**config.mk**
```make
export PLATFORM = sky130hd
export DESIGN_NAME = regfile_wb_arbiter
export DESIGN_NICKNAME = d
export VERILOG_FILES = /design/src/rtl/regfile_wb_arbiter.sv
export SDC_FILE = /design/constraint.sdc
export NUM_CORES = 1
export LEC_CHECK = 0
export ABC_AREA = 1
export CAP_MARGIN = 20
export CORE_MARGIN = 4
export CORE_UTILIZATION = 40
export CTS_CLUSTER_SIZE = 40
export DETAILED_ROUTE_END_ITERATION = 12
export GPL_ROUTABILITY_DRIVEN = 1
export PLACE_DENSITY_LB_ADDON = 0.08
export SKIP_LAST_GASP = 1
export SLEW_MARGIN = 20
export SYNTH_ARGS = -nofsm -noshare
export SYNTH_HDL_FRONTEND = slang
export SYNTH_SLANG_ARGS = --single-unit
```
**constraint.sdc**
```tcl
create_clock -name clk -period 7.3 [get_ports clk]
set_input_delay 0.73 -clock clk [delete_from_list [all_inputs] [get_ports clk]]
set_output_delay 0.73 -clock clk [all_outputs]
set_load 0.05 [all_outputs]
```
**src/rtl/regfile_wb_arbiter.sv**
```systemverilog
// Register-file writer: round-robin merge of ALU results and FIFO-buffered LSU results into
// the single regfile write port, with a registered write stage and a combinational bypass.
module regfile_wb_arbiter #(
  parameter int LSU_FIFO_DEPTH = 4,
  parameter int XLEN           = 32
) (
  input  logic            clk,
  input  logic            rst_n,
  input  logic            alu_valid,
  output logic            alu_ready,
  input  logic [4:0]      alu_rd,
  input  logic [XLEN-1:0] alu_data,
  input  logic            lsu_valid,
  output logic            lsu_ready,
  input  logic [4:0]      lsu_rd,
  input  logic [XLEN-1:0] lsu_data,
  output logic            wb_write,
  output logic [4:0]      wb_reg,
  output logic [XLEN-1:0] wb_data,
  input  logic [4:0]      byp_reg1,
  input  logic [4:0]      byp_reg2,
  output logic            byp_hit1,
  output logic            byp_hit2,
  output logic [XLEN-1:0] byp_data1,
  output logic [XLEN-1:0] byp_data2
);

  localparam int PW = $clog2(LSU_FIFO_DEPTH);
  localparam int CW = PW + 1;
  localparam logic [CW-1:0] FULL = CW'(LSU_FIFO_DEPTH);

  typedef enum logic {
    SRC_ALU = 1'b0,
    SRC_LSU = 1'b1
  } src_e;

  logic [XLEN-1:0] fifo_data_q [LSU_FIFO_DEPTH];
  logic [4:0]      fifo_rd_q   [LSU_FIFO_DEPTH];

  logic [PW-1:0]   wr_ptr_q, wr_ptr_d;
  logic [PW-1:0]   rd_ptr_q, rd_ptr_d;
  logic [CW-1:0]   count_q, count_d;
  src_e            last_grant_q, last_grant_d;
  logic            wb_write_q, wb_write_d;
  logic [4:0]      wb_reg_q, wb_reg_d;
  logic [XLEN-1:0] wb_data_q, wb_data_d;

  logic fifo_ne, cand_alu, cand_lsu, grant_alu, grant_lsu, push, pop;

  // Grants are suppressed while reset is asserted so nothing is consumed or written.
  always_comb begin
    fifo_ne   = (count_q != '0);
    cand_alu  = rst_n && alu_valid;
    cand_lsu  = rst_n && fifo_ne;
    grant_alu = cand_alu && (!cand_lsu || (last_grant_q == SRC_LSU));
    grant_lsu = cand_lsu && !grant_alu;
    lsu_ready = rst_n && (count_q != FULL);
    alu_ready = grant_alu;
    push      = lsu_valid && lsu_ready;
    pop       = grant_lsu;
  end

  always_comb begin
    wr_ptr_d     = wr_ptr_q;
    rd_ptr_d     = rd_ptr_q;
    count_d      = count_q;
    last_grant_d = last_grant_q;
    wb_write_d   = 1'b0;
    wb_reg_d     = wb_reg_q;
    wb_data_d    = wb_data_q;

    if (push) wr_ptr_d = wr_ptr_q + 1'b1;
    if (pop)  rd_ptr_d = rd_ptr_q + 1'b1;
    if (push && !pop)      count_d = count_q + 1'b1;
    else if (pop && !push) count_d = count_q - 1'b1;

    if (grant_alu) begin
      last_grant_d = SRC_ALU;
      wb_reg_d     = alu_rd;
      wb_data_d    = alu_data;
      wb_write_d   = (alu_rd != 5'd0);
    end else if (grant_lsu) begin
      last_grant_d = SRC_LSU;
      wb_reg_d     = fifo_rd_q[rd_ptr_q];
      wb_data_d    = fifo_data_q[rd_ptr_q];
      wb_write_d   = (fifo_rd_q[rd_ptr_q] != 5'd0);
    end
  end

  always_ff @(posedge clk) begin
    if (!rst_n) begin
      wr_ptr_q     <= '0;
      rd_ptr_q     <= '0;
      count_q      <= '0;
      last_grant_q <= SRC_LSU;
      wb_write_q   <= 1'b0;
      wb_reg_q     <= '0;
      wb_data_q    <= '0;
    end else begin
      wr_ptr_q     <= wr_ptr_d;
      rd_ptr_q     <= rd_ptr_d;
      count_q      <= count_d;
      last_grant_q <= last_grant_d;
      wb_write_q   <= wb_write_d;
      wb_reg_q     <= wb_reg_d;
      wb_data_q    <= wb_data_d;
    end
  end

  // FIFO storage carries no reset; validity is tracked solely by the pointers and count.
  always_ff @(posedge clk) begin
    if (push) begin
      fifo_data_q[wr_ptr_q] <= lsu_data;
      fifo_rd_q[wr_ptr_q]   <= lsu_rd;
    end
  end

  assign wb_write  = wb_write_q;
  assign wb_reg    = wb_reg_q;
  assign wb_data   = wb_data_q;
  assign byp_hit1  = wb_write_q && (wb_reg_q == byp_reg1) && (byp_reg1 != 5'd0);
  assign byp_hit2  = wb_write_q && (wb_reg_q == byp_reg2) && (byp_reg2 != 5'd0);
  assign byp_data1 = wb_data_q;
  assign byp_data2 = wb_data_q;

endmodule

```
==> flow_summary.yaml, run 1 <==
drt:
  route.met3.wl_mm: 1.358
  drc: 0
  dr_wl_met2_mm: 9.932
  post_drt_wl_per_cell_um: 15.35
  drt-initial-drc-count: 372
  dr.pass1.iters: 4
  wl_mm: 21.37
  drt-met1-wl_mm: 9.911
  routed_via_density: 4.648
  drtAntennaViolNets: 0
  vias: 6470
  top_layer: "met4"
global_route:
  grt_pass1_vias: 6185
  grt-ovfl-total: 0
  gr-usage-all-layers_pct: 17.19
  antenna_found_initial: 0
  grt_max_degree: 92
  grt_pass1_wl_mm: 33.01
setup_path:
  required_ps: 6570
  worstSetupPathType: "primary input to output pin"
  arrival_ps: 3580
  end_kind: "output pin"
  worstSetupStartpointType: "primary input"
  crit_fanout: 63
  r2r_setup_slack_ps: 4630
finish:
  area_delta_synth_final_pct: 25.01
  final_nets: 1193
  drive_gt1_share_pct: 5.396
  design_area_mm2: 0.01126
  diodes: 0
  regMostFlops: "fifo_data_q"
  nFillCells: 2031
  largest_reg_flops: 128
floorplan:
  fp.dieArea_mm2: 0.02498
  rows: 54
  die_x_um: 158.1
  die_h_um: 158.1
  ios: 194
  core_area_mm2: 0.02196
  start_util_pct: 41.01
sta:
  setup_tns_ps: 0
  skew_ps: 10.01
  fin_crit_ps: 4308
  fin_crit_sh_pct: 59.01
  relSlewSlack_pct: 34.67
  grt_setup_unrepaired: "false"
  fmax_mhz: 232.2
  worstMarginPinSlew_ps: 979.9
  maxSlewViolCount: 0
  final_hold_viol_count: 0
  setup_violations: 0
power_and_ir_drop:
  p_leak_nw: 4.667
  powerDensity_mw_per_mm2: 392.0
  irDropWorstVdd_mv: 0.2614
run:
  max_cap_violations: 0
logic_synthesis:
  synthCells: 989
  syn_nets: 1083
  yosys_warnings: 0
  synth_seq_area_share_pct: 60.02
  ys_types: 33
  syn_area_per_cell_um2: 9.106
  netlist_area_mm2: 0.009006
  ys_seq_elements: 196
place:
  place.gp.congestion: 0.7733
  place_hpwl_mm: 13.09
  io_buffers: 193
  place_area_mm2: 0.01063
clock_tree:
  clk_path_buf_depth: 2
  post_cts_resized: 0
  cts_tree: "yes"
  post-cts-setup-buffers: 0
  hold_buffers: 0
  htree_levels: 4
  cts_buffers: 17
  cts_sinks: 196
  clkLatencyLatePin_ps: 430
  path_clk_slew_ps: 70
  root_buffer: "clkbuf_16"
outcome:
  outcome: "finished clean"
min_path:
  hold_path_class: "flop to flop"
==> layout by cell type (no fill, tap or decap), drive strengths merged, types with 2 or more instances in the layout <==
master and n:
a21oi 9, clkdlybuf4s50 192, clkbuf 18, clkinv 3
dfxtp 48, bufinv 4, xnor2 2, edfxtp 148
xor2 4, or2 16, nand3 43, inv 66
nor2 93, buf 7, o21ai 39, ha 5
nand2 403, clkinvlp 3
==> worst paths after layout <==
| path | depth (start not counted) | end | start |
|---|---|---|---|
| worst max-delay path | 6 | alu_ready | rst_n |
| worst min-delay path | 2 | last_grant_q | last_grant_q |
| worst max register to register | 8 | wb_write | flop |
| worst min register to register | 2 | last_grant_q | last_grant_q |
==> final cells by class <==
| type | instances | area [um2] | share of cell area, % |
|---|---|---|---|
| clock buffers | 18 | 429.2 | 3.812 |
| multi-input cells | 623 | 2664 | 23.66 |
| flip-flops and latches | 196 | 5410 | 48.06 |
| well taps | 280 | 350.3 | 3.112 |
| clock inverters | 14 | 200.2 | 1.778 |
| repair buffers | 199 | 1972 | 17.51 |
| inverters | 62 | 232.7 | 2.067 |
==> stage by stage <==
stage	instances	setup WS [ps]	hold slack [ps]	util, %	power [W]
3_3_place_gp	1360	2994	479.5	48.40	0.003455
4_1_cts	1392	2933	494.4	51.27	0.004464
6_report	1392	2992	488.8	51.27	0.004413
5_1_grt	1392	2778	522.7	51.27	0.004662
3_5_place_dp	1360	2940	479.1	48.40	0.003461
2_1_floorplan	989	3117	464.0	-	0.003021
==> synth_stat cells, drive strengths merged <==
cell type | number | area [um2]
o21ai | 39 | 195.2
nor4 | 1 | 6.260
a31oi | 1 | 6.260
o2111ai | 1 | 8.760
clkinv | 1 | 3.750
fa | 1 | 20.02
nor3 | 1 | 5.000
nand4 | 1 | 6.260
o21bai | 1 | 7.510
clkbuf | 10 | 37.54
edfxtp | 148 | 4444
nand3b | 1 | 7.510
nand3 | 43 | 215.2
inv | 61 | 229.0
o221ai | 1 | 8.760
xor2 | 4 | 35.03
xnor2 | 2 | 17.52
dfxtp | 48 | 960.9
ha | 5 | 62.56
or2 | 16 | 100.1
nand2 | 403 | 1535
a21oi | 9 | 45.04
buf | 98 | 696.9
nor2 | 93 | 351.6
==> logic make-up (layout without fill, tap and decap cells) <==
| kind of cell | count (synthesis) | count (layout) | share of synthesized area (%) |
|---|---|---|---|
| fa+ha+maj | 6 | 6 | 0.9169 |
| simple gates | 559 | 559 | 24.73 |
| xor+xnor | 6 | 6 | 0.5835 |
| flops | 196 | 196 | 60.02 |
| buf+inv | 170 | 293 | 10.74 |
| compound gates | 52 | 52 | 3.015 |
==> power breakdown <==
part,switching [W],internal (W),total (W)
logic,0.00131,0.000608,0.00192
registers,0.000163,0.00134,0.00150
clock network,0.000414,0.000580,0.000994
==> per-layer routing <==
metal / up-vias / track usage, %
li1: 3305 / -
met1: 2959 / 23.40
met2: 194 / 28.19
met3: 12 / 3.991
met4: 0 / 3.940
met5: - / 0
==> worst max-delay path: stages <==
cell             delay (ps)
buf_2                   630
nand2_1                 180
inv_2                   110
nand2_4                 400
inv_2                   600
clkdlybuf4s50_1         910
Power figures use the tool's default switching activity.
==> run 2, diff against run 1 <==
==> constraint.sdc (replaced) <==
create_clock -name clk -period 4.1 [get_ports clk]
set_input_delay 0.41 -clock clk [delete_from_list [all_inputs] [get_ports clk]]
set_output_delay 0.41 -clock clk [all_outputs]
set_load 0.05 [all_outputs]
==> flow_summary.yaml, run 2 (synthesis gave the netlist of run 1 again) <==
sta:
  setup_violations: 0
  maxSlewViolCount: 0
  setup_tns_ps: 0
  fin_crit_sh_pct: 75.15
  fmax_mhz: 324.6
  relSlewSlack_pct: 38.67
  worstMarginPinSlew_ps: 918.7
  final_hold_viol_count: 0
  skew_ps: 14.81
  fin_crit_ps: 3081
  grt_setup_unrepaired: "false"
finish:
  diodes: 0
  largest_reg_flops: 128
  drive_gt1_share_pct: 5.830
  layout_commonest_cell: "nand2_1"
  ff_latch_area_mm2: 0.005410
  regMostFlops: "fifo_data_q"
  most-common-layout-cells: "398 x nand2_1, 192 x clkdlybuf4s50_1, 148 x edfxtp_1"
  multi_input_area_mm2: 0.002664
  nFillCells: 2026
  area_delta_synth_final_pct: 24.78
  design_area_mm2: 0.01124
  final_nets: 1196
place:
  place_hpwl_mm: 13.58
  place_area_mm2: 0.01065
  place.gp.congestion: 0.7389
  io_buffers: 193
power_and_ir_drop:
  p_comb_share_pct: 45.5
  power_frac_clock_pct: 21.4
  powerDensity_mw_per_mm2: 689.4
  p_leak_nw: 4.668
  p_sw_w: 0.003407
  irDropWorstVdd_mv: 0.4247
  p_int_w: 0.004340
  p_sw_share_pct: 43.98
  seqPwrFrac_pct: 33.1
clock_tree:
  clk_path_buf_depth: 2
  cts_sinks: 196
  cts_tree: "yes"
  root_buffer: "clkbuf_16"
  cts_buffers: 17
  path_clk_slew_ps: 70
  post_cts_resized: 0
  hold_buffers: 0
  post-cts-setup-buffers: 0
  clkLatencyLatePin_ps: 430
  htree_levels: 4
global_route:
  gr-usage-all-layers_pct: 17.19
  antenna_found_initial: 0
  grt-ovfl-total: 0
  grt_max_degree: 91
  grt_pass1_wl_mm: 33.43
  grt_pass1_vias: 6351
setup_path:
  crit_chain: "nor2_2, nand2_2, nand2_2, nand2_4, inv_2, clkdlybuf4s50_1"
  crit_slowest_cell: "clkdlybuf4s50_1"
  worstSetupStartpointType: "flop"
  worstSetupPathType: "flop to output pin"
  crit_family: "buffers and inverters"
  cp_slowest_stage_delay_ps: 910
  end_kind: "output pin"
  crit_buf_inv: 2
  crit_fanout: 27
  arrival_ps: 2670
  path_common_cell: "nand2_2"
  required_ps: 3690
drt:
  dr.pass1.iters: 5
  drc: 0
  post_drt_wl_per_cell_um: 15.16
  wl_mm: 21.15
  drtAntennaViolNets: 0
  drt-initial-drc-count: 417
  top_layer: "met4"
  vias: 6492
  route.met3.wl_mm: 1.097
  drt-met1-wl_mm: 9.723
  routed_via_density: 4.654
  dr_wl_met2_mm: 10.08
floorplan:
  die_x_um: 158.1
  rows: 54
  start_util_pct: 41.01
  core_area_mm2: 0.02196
  ios: 194
  fp.dieArea_mm2: 0.02498
  die_h_um: 158.1
run:
  max_cap_violations: 0
min_path:
  hold_path_class: "primary input to flop"
outcome:
  outcome: "finished clean"
run 2: layout make-up:
type / instances / share of cell area (%)
Sequential cell: 196 / 48.14
Multi-Input combinational cell: 623 / 23.70
Timing Repair Buffer: 202 / 17.75
Clock buffer: 17 / 3.785
Tap cell: 280 / 3.117
Inverter: 62 / 2.082
Clock inverter: 15 / 1.425
run 2: power by group through the flow:
stage | Combinational, W | Sequential (W) | Clock [W]
after CTS | 0.00357 | 0.00258 | 0.00169
after detailed placement | 0.00355 | 0.00262 | 0
after global placement | 0.00355 | 0.00262 | 0
final | 0.00353 | 0.00257 | 0.00165
after floorplan | 0.00234 | 0.00304 | 0
after global routing | 0.00381 | 0.00261 | 0.00178
run 2: metal layers:
metal	vias to the layer above	global-route usage, %
li1	3318	-
met1	2989	22.06
met2	172	29.67
met3	13	3.609
met4	0	4.630
met5	-	0
run 2: path summary, 6_finish.rpt:
path                start                 to  slack, ps  cells past startpoint
min reg2reg  last_grant_q       last_grant_q        490                      2
max            count_q[0]          alu_ready       1020                      6
min                 rst_n          wb_reg[3]        380                      3
max reg2reg    count_q[0]  fifo_data_q[0][3]       1670                      5
run 2: worst register-to-register path, delay by kind of cell, from the launching register on:
family,cells,cell delay [ps]
buffers and inverters,1,380
AO/OA/AOI/OAI,1,150
flip-flops,1,410
AND/OR/NAND/NOR,3,1170
run 2: stage by stage:
stage / hold slack (ps) / utilization (%) / cells / worst slack [ps] / total power [W]
2_1_floorplan: 464.0 / - / 989 / 237.4 / 0.005379
3_3_place_gp: 478.2 / 48.51 / 1363 / 1119 / 0.006167
3_5_place_dp: 484.3 / 48.51 / 1363 / 1131 / 0.006172
4_1_cts: 355.8 / 51.17 / 1395 / 985.9 / 0.007833
5_1_grt: 367.9 / 51.18 / 1395 / 840.3 / 0.008196
6_report: 375.2 / 51.18 / 1395 / 1019 / 0.007747
